===== src/rtl/vec_bitwise_sequencer.sv =====
// ---------------------------------------------------------------------------
// vec_bitwise_sequencer
//
// Runs one vector bitwise instruction (AND / OR / XOR / zero) one element per
// cycle. It reads both source vectors from a synchronous-read element register
// file, sends each element pair to a combinational bitwise unit, and writes
// the registered result back to the destination vector.
//
// Handshake: a command transfers on a rising edge where cmd_valid and
// cmd_ready are both 1. cmd_ready is 1 only while idle. cmd_valid held
// during a command is ignored until the sequencer is idle again.
//
// Ports
//   clk, reset_n                 clock, synchronous active-low reset
//   cmd_valid / cmd_ready        command handshake
//   cmd_op                       00 AND, 01 OR, 10 XOR, 11 zero
//   cmd_src_a/_b, cmd_dst        base element addresses
//   cmd_vl                       element count, 0..2^ADDR_W
//   rd_en, rd_addr_a/_b          register-file read port (data one cycle later)
//   rd_data_a/_b                 register-file read data
//   bw_operand_a/_b, bw_control  to the bitwise unit
//   bw_result                    combinational result from the bitwise unit
//   wr_en, wr_addr, wr_data      register-file write port
//   busy                         command in flight
//   done                         one-cycle pulse with the final write
// ---------------------------------------------------------------------------
module vec_bitwise_sequencer #(
   parameter int DATA_W = 32,
   parameter int ADDR_W = 5,
   parameter int VL_W   = 6
) (
   input  logic              clk,
   input  logic              reset_n,
   input  logic              cmd_valid,
   output logic              cmd_ready,
   input  logic [1:0]        cmd_op,
   input  logic [ADDR_W-1:0] cmd_src_a,
   input  logic [ADDR_W-1:0] cmd_src_b,
   input  logic [ADDR_W-1:0] cmd_dst,
   input  logic [VL_W-1:0]   cmd_vl,
   output logic              rd_en,
   output logic [ADDR_W-1:0] rd_addr_a,
   output logic [ADDR_W-1:0] rd_addr_b,
   input  logic [DATA_W-1:0] rd_data_a,
   input  logic [DATA_W-1:0] rd_data_b,
   output logic [DATA_W-1:0] bw_operand_a,
   output logic [DATA_W-1:0] bw_operand_b,
   output logic [1:0]        bw_control,
   input  logic [DATA_W-1:0] bw_result,
   output logic              wr_en,
   output logic [ADDR_W-1:0] wr_addr,
   output logic [DATA_W-1:0] wr_data,
   output logic              busy,
   output logic              done
);

   typedef enum logic [1:0] {
      ST_IDLE  = 2'd0,
      ST_RUN   = 2'd1,
      ST_DRAIN = 2'd2
   } state_t;

   state_t              state_q,     state_d;
   logic [1:0]          op_q,        op_d;
   logic [ADDR_W-1:0]   src_a_q,     src_a_d;
   logic [ADDR_W-1:0]   src_b_q,     src_b_d;
   logic [ADDR_W-1:0]   dst_q,       dst_d;
   logic [VL_W-1:0]     vl_q,        vl_d;
   logic [VL_W-1:0]     i_q,         i_d;        // elements issued so far
   logic                rd_en_q,     rd_en_d;
   logic [ADDR_W-1:0]   rd_addr_a_q, rd_addr_a_d;
   logic [ADDR_W-1:0]   rd_addr_b_q, rd_addr_b_d;
   logic [ADDR_W-1:0]   rd_idx_q,    rd_idx_d;   // element index of the read in flight
   logic                s2_valid_q,  s2_valid_d; // read data present this cycle
   logic [ADDR_W-1:0]   s2_idx_q,    s2_idx_d;
   logic [DATA_W-1:0]   opnd_a_q,    opnd_a_d;   // last operands, held while idle
   logic [DATA_W-1:0]   opnd_b_q,    opnd_b_d;
   logic [1:0]          ctrl_q,      ctrl_d;
   logic                wr_en_q,     wr_en_d;
   logic [ADDR_W-1:0]   wr_addr_q,   wr_addr_d;
   logic [DATA_W-1:0]   wr_data_q,   wr_data_d;
   logic                busy_q,      busy_d;
   logic                done_q,      done_d;
   logic                cmd_ready_q, cmd_ready_d;

   // The read data goes straight to the unit in the cycle it arrives.
   // Otherwise the last pair is held so the unit inputs stay quiet.
   assign bw_operand_a = s2_valid_q ? rd_data_a : opnd_a_q;
   assign bw_operand_b = s2_valid_q ? rd_data_b : opnd_b_q;
   assign bw_control   = s2_valid_q ? op_q      : ctrl_q;

   assign cmd_ready = cmd_ready_q;
   assign rd_en     = rd_en_q;
   assign rd_addr_a = rd_addr_a_q;
   assign rd_addr_b = rd_addr_b_q;
   assign wr_en     = wr_en_q;
   assign wr_addr   = wr_addr_q;
   assign wr_data   = wr_data_q;
   assign busy      = busy_q;
   assign done      = done_q;

   always_comb begin
      state_d     = state_q;
      op_d        = op_q;
      src_a_d     = src_a_q;
      src_b_d     = src_b_q;
      dst_d       = dst_q;
      vl_d        = vl_q;
      i_d         = i_q;
      rd_en_d     = 1'b0;
      rd_addr_a_d = rd_addr_a_q;
      rd_addr_b_d = rd_addr_b_q;
      rd_idx_d    = rd_idx_q;
      wr_addr_d   = wr_addr_q;
      wr_data_d   = wr_data_q;

      // Read-data stage and write stage follow the read strobe by one and
      // two cycles, independent of the FSM state.
      s2_valid_d  = rd_en_q;
      s2_idx_d    = rd_idx_q;
      opnd_a_d    = bw_operand_a;
      opnd_b_d    = bw_operand_b;
      ctrl_d      = bw_control;
      wr_en_d     = s2_valid_q;
      if (s2_valid_q) begin
         wr_addr_d = dst_q + s2_idx_q;
         wr_data_d = bw_result;
      end

      case (state_q)
         ST_IDLE: begin
            if (cmd_valid && cmd_ready_q) begin
               op_d    = cmd_op;
               src_a_d = cmd_src_a;
               src_b_d = cmd_src_b;
               dst_d   = cmd_dst;
               vl_d    = cmd_vl;
               i_d     = '0;
               if (cmd_vl == '0) begin
                  state_d = ST_DRAIN;
               end else begin
                  // Element 0 is issued straight from the accept edge so the
                  // first read strobe appears in the cycle after the handshake.
                  state_d     = ST_RUN;
                  rd_en_d     = 1'b1;
                  rd_addr_a_d = cmd_src_a;
                  rd_addr_b_d = cmd_src_b;
                  rd_idx_d    = '0;
                  i_d         = VL_W'(1);
               end
            end
         end
         ST_RUN: begin
            if (i_q == vl_q) begin
               state_d = ST_DRAIN;
            end else begin
               rd_en_d     = 1'b1;
               rd_addr_a_d = src_a_q + i_q[ADDR_W-1:0];
               rd_addr_b_d = src_b_q + i_q[ADDR_W-1:0];
               rd_idx_d    = i_q[ADDR_W-1:0];
               i_d         = i_q + VL_W'(1);
            end
         end
         ST_DRAIN: begin
            // done is high in the cycle of the final write; leave afterwards.
            if (done_q) begin
               state_d = ST_IDLE;
            end
         end
         default: begin
            state_d = ST_IDLE;
         end
      endcase

      // Once the read-data stage is empty in DRAIN, at most the final write
      // is left, and it happens in the same cycle as done.
      done_d      = (state_d == ST_DRAIN) && !s2_valid_d;
      busy_d      = (state_d != ST_IDLE);
      cmd_ready_d = (state_d == ST_IDLE);
   end

   always_ff @(posedge clk) begin
      if (!reset_n) begin
         state_q     <= ST_IDLE;
         op_q        <= '0;
         src_a_q     <= '0;
         src_b_q     <= '0;
         dst_q       <= '0;
         vl_q        <= '0;
         i_q         <= '0;
         rd_en_q     <= 1'b0;
         rd_addr_a_q <= '0;
         rd_addr_b_q <= '0;
         rd_idx_q    <= '0;
         s2_valid_q  <= 1'b0;
         s2_idx_q    <= '0;
         opnd_a_q    <= '0;
         opnd_b_q    <= '0;
         ctrl_q      <= '0;
         wr_en_q     <= 1'b0;
         wr_addr_q   <= '0;
         wr_data_q   <= '0;
         busy_q      <= 1'b0;
         done_q      <= 1'b0;
         cmd_ready_q <= 1'b0;
      end else begin
         state_q     <= state_d;
         op_q        <= op_d;
         src_a_q     <= src_a_d;
         src_b_q     <= src_b_d;
         dst_q       <= dst_d;
         vl_q        <= vl_d;
         i_q         <= i_d;
         rd_en_q     <= rd_en_d;
         rd_addr_a_q <= rd_addr_a_d;
         rd_addr_b_q <= rd_addr_b_d;
         rd_idx_q    <= rd_idx_d;
         s2_valid_q  <= s2_valid_d;
         s2_idx_q    <= s2_idx_d;
         opnd_a_q    <= opnd_a_d;
         opnd_b_q    <= opnd_b_d;
         ctrl_q      <= ctrl_d;
         wr_en_q     <= wr_en_d;
         wr_addr_q   <= wr_addr_d;
         wr_data_q   <= wr_data_d;
         busy_q      <= busy_d;
         done_q      <= done_d;
         cmd_ready_q <= cmd_ready_d;
      end
   end

endmodule


===== config.mk =====
export PLATFORM = sky130hd
export DESIGN_NAME = vec_bitwise_sequencer
export DESIGN_NICKNAME = d
export VERILOG_FILES = /design/src/rtl/vec_bitwise_sequencer.sv
export SDC_FILE = /design/constraint.sdc
export NUM_CORES = 1
export LEC_CHECK = 0
export CAP_MARGIN = 20
export CORE_MARGIN = 2
export CORE_UTILIZATION = 45
export DETAILED_ROUTE_END_ITERATION = 6
export HOLD_SLACK_MARGIN = 0.12
export PLACE_DENSITY = 0.81
export REMOVE_ABC_BUFFERS = 1
export SETUP_SLACK_MARGIN = 0.4
export SYNTH_ARGS = -nofsm -noshare
export SYNTH_HDL_FRONTEND = slang
export SYNTH_SLANG_ARGS = --single-unit

===== constraint.sdc =====
create_clock -name clk -period 2.22 [get_ports clk]
set_input_delay 0.333 -clock clk [delete_from_list [all_inputs] [get_ports clk]]
set_output_delay 0.333 -clock clk [all_outputs]
set_load 0.02 [all_outputs]

==> qor.csv <==
metric,value,unit
run_status,"finished, final reports clean",
final_nets,1063,
synth-seq-cells,160,
tightest_slew,786,ps
setup.worst_path.start_class,register,
slew_headroom,0.476,
antenna_found_initial,0,
worstPathArrival,1700,ps
fp-row-count,44,
r2r_setup_slack,470,ps
synth_top_area_share,0.489,
synth_area_leaders,"dfxtp_1 (49%), mux2_2 (11%), and2_1 (6.7%), mux2i_1 (5.8%), nand2_1 (4.0%)",
cts_tree,done,
grt_setup_unrepaired,yes,
regArea,0.00321,mm^2
grt_pass1_wl,29600,um
diodes,0,
synth_edf_count,0,
wirelength,19700,um
cts-root-buf,clkbuf_16,
layout_common_cells,"clkdlybuf4s50_1 (171), dfxtp_1 (157), and2_1 (70), nand2_1 (70), nor2_1 (56)",
drt_iter0_markers,305,
p_leak,4.31,nW
finalHoldViolCount,0,
setup_violations,0,
dp_hpwl,13100,um
cap_violations,0,
cts.sinks,160,
numCtsBuffers,17,
synthCells,656,
layout_commonest_cell,clkdlybuf4s50_1,
num_io_pins,240,
period_minus_slack,2030,ps
drive_above_1_share,0.252,
grt_max_degree,90,
hold-path-cell-count,3,
rr_worst_depth,7,
skew,6.10,ps
final_max_slew_viol_count,0,
first_pass_iters,4,
ys_types,41,
clock_latency,420,ps
synth_area_leader_cell,dfxtp_1,
wl_per_cell,17.6,um
fmax,0.493,GHz
io_buffers,239,
syn_to_final_growth,56.4,%
required,1890,ps
finalCritPeriodShare,0.914,
vias_per_cell,5.04,
critPathCaptureType,output port,
final_area,0.0103,mm^2
grt_pass1_vias,5540,
min_path_type,in -> reg,
multi_input_area,0.00328,mm^2
syn_area,0.00656,mm^2
crit_type,reg -> out,
gp_congestion,0.814,
crit_fanout,6,
avgSynthCellArea,9.99,um^2
synth-main-ff-cell,dfxtp_1,
yosysSeqAreaShare,0.489,
ant_nets,0,
htree_levels,4,
core,0.0144,mm^2
placed_area,0.00923,mm^2
grt.total_usage,0.239,
die_area,0.0155,mm^2
start_util,0.456,
via_count,5649,
async_reset_ff_frac,0,
clk_path_buf_depth,2,
ys_warn_count,0,
p_per_area,715,mW/mm^2
gr-total-overflow,0,
clk_pin_slew,60,ps
n_fill_cell,1057,
die_w,125,um
drc,0,
die_h,125,um
ir_drop,0.000519,V
utilization,0.714,
## worst paths after layout
check | start | endpoint
setup reg to reg | i_q[0]$_SDFFE_PN0P_ | rd_addr_b[3]$_SDFFE_PN0P_
setup / recovery | s2_valid_q$_SDFF_PN0_ | bw_operand_b[9]
hold reg to reg | rd_idx_q[4]$_SDFFE_PN0P_ | s2_idx_q[4]$_SDFF_PN0_
hold / removal | reset_n | rd_en$_SDFF_PN0_
## final cells by class
cell class	count	area share
Multi-Input combinational cell	436	0.320
Tap cell	184	0.0225
Sequential cell	160	0.313
Clock buffer	25	0.0483
Clock inverter	6	0.00781
Timing Repair Buffer	293	0.282
Inverter	17	0.00622
## repair_timing
| item | CTS | global route |
|---|---|---|
| setup endpoints to repair | 82 | 71 |
| buffers inserted | 11 | 14 |
| hold buffers | 0 | 0 |
| pin swaps | 2 | 4 |
| gates cloned | 1 | 3 |
| gates resized for setup | 239 | 169 |
## registers in the layout (all words and copies together) (netlist names), 6 cells and up
signal	cells
i_q	6
opnd_a_q	32
opnd_b_q	32
vl_q	6
wr_data	32
## routing by layer
metal / routed length, um / share of wire / vias up / GRT usage
met5: 0 / 0 / - / 0
met4: 425 / 0.022 / 0 / 0.0925
met3: 1010 / 0.051 / 29 / 0.0584
met2: 10200 / 0.52 / 182 / 0.427
met1: 8080 / 0.41 / 2710 / 0.275
li1: - / - / 2728 / -
## cells by family (layout without fill, tap and decap cells)
family / count (synthesis) / in the layout / share of synthesized area
xor gates and xnor gates: 19 / 19 / 0.0254
buffers and inverters: 60 / 341 / 0.0386
AOI/OAI and AO/OA: 71 / 71 / 0.0727
adders and majority gates: 16 / 16 / 0.0340
muxes: 104 / 104 / 0.171
and+or+nand+nor: 226 / 226 / 0.169
DFF: 160 / 160 / 0.489
## synthesized netlist by cell type (2+ instances only)
master and number:
a311oi_2 3, and2_1 70, fa_1 3, mux2i_1 38, a21oi_1 34, nand3_1 6, nor3_4 2, nand2b_1 5
nand2_1 70, or3_1 2, ha_1 13, o2111ai_1 5, a211oi_1 5, buf_6 3, xnor2_1 13, buf_1 3
o221ai_1 2, a21o_1 4, xor2_1 6, o21ai_0 8, buf_2 4, mux2_2 66, o211ai_1 2, nor3_1 7
dfxtp_1 160, a311oi_1 3, inv_1 17, and3_1 2, clkbuf_1 33, nor2_1 56
## critical path: stages (launching register included)
cell     delay [ps]
dfxtp_4         360
buf_6           120
buf_12          120
buf_16          120
buf_12          130
mux2_4          300
buf_6           130
## power breakdown
group / switching, mW / internal, mW / total [mW]
registers: 0.0777 / 3.00 / 3.08
logic: 0.651 / 0.728 / 1.38
clock network: 1.11 / 1.76 / 2.87
total: 1.83 / 5.49 / 7.33
## per-stage QoR
step,setup slack [ps],TNS [ps],cells,hold WS (ps),total power [mW]
after global placement,271,0,1061,410,4.38
after floorplan,-1620,-251350,613,399,3.74
final,191,0,1121,423,7.33
after CTS,136,0,1104,401,7.25
after detailed placement,248,0,1061,413,4.40
after global routing,145,0,1121,434,7.60
(Power assumes the default switching activity.)
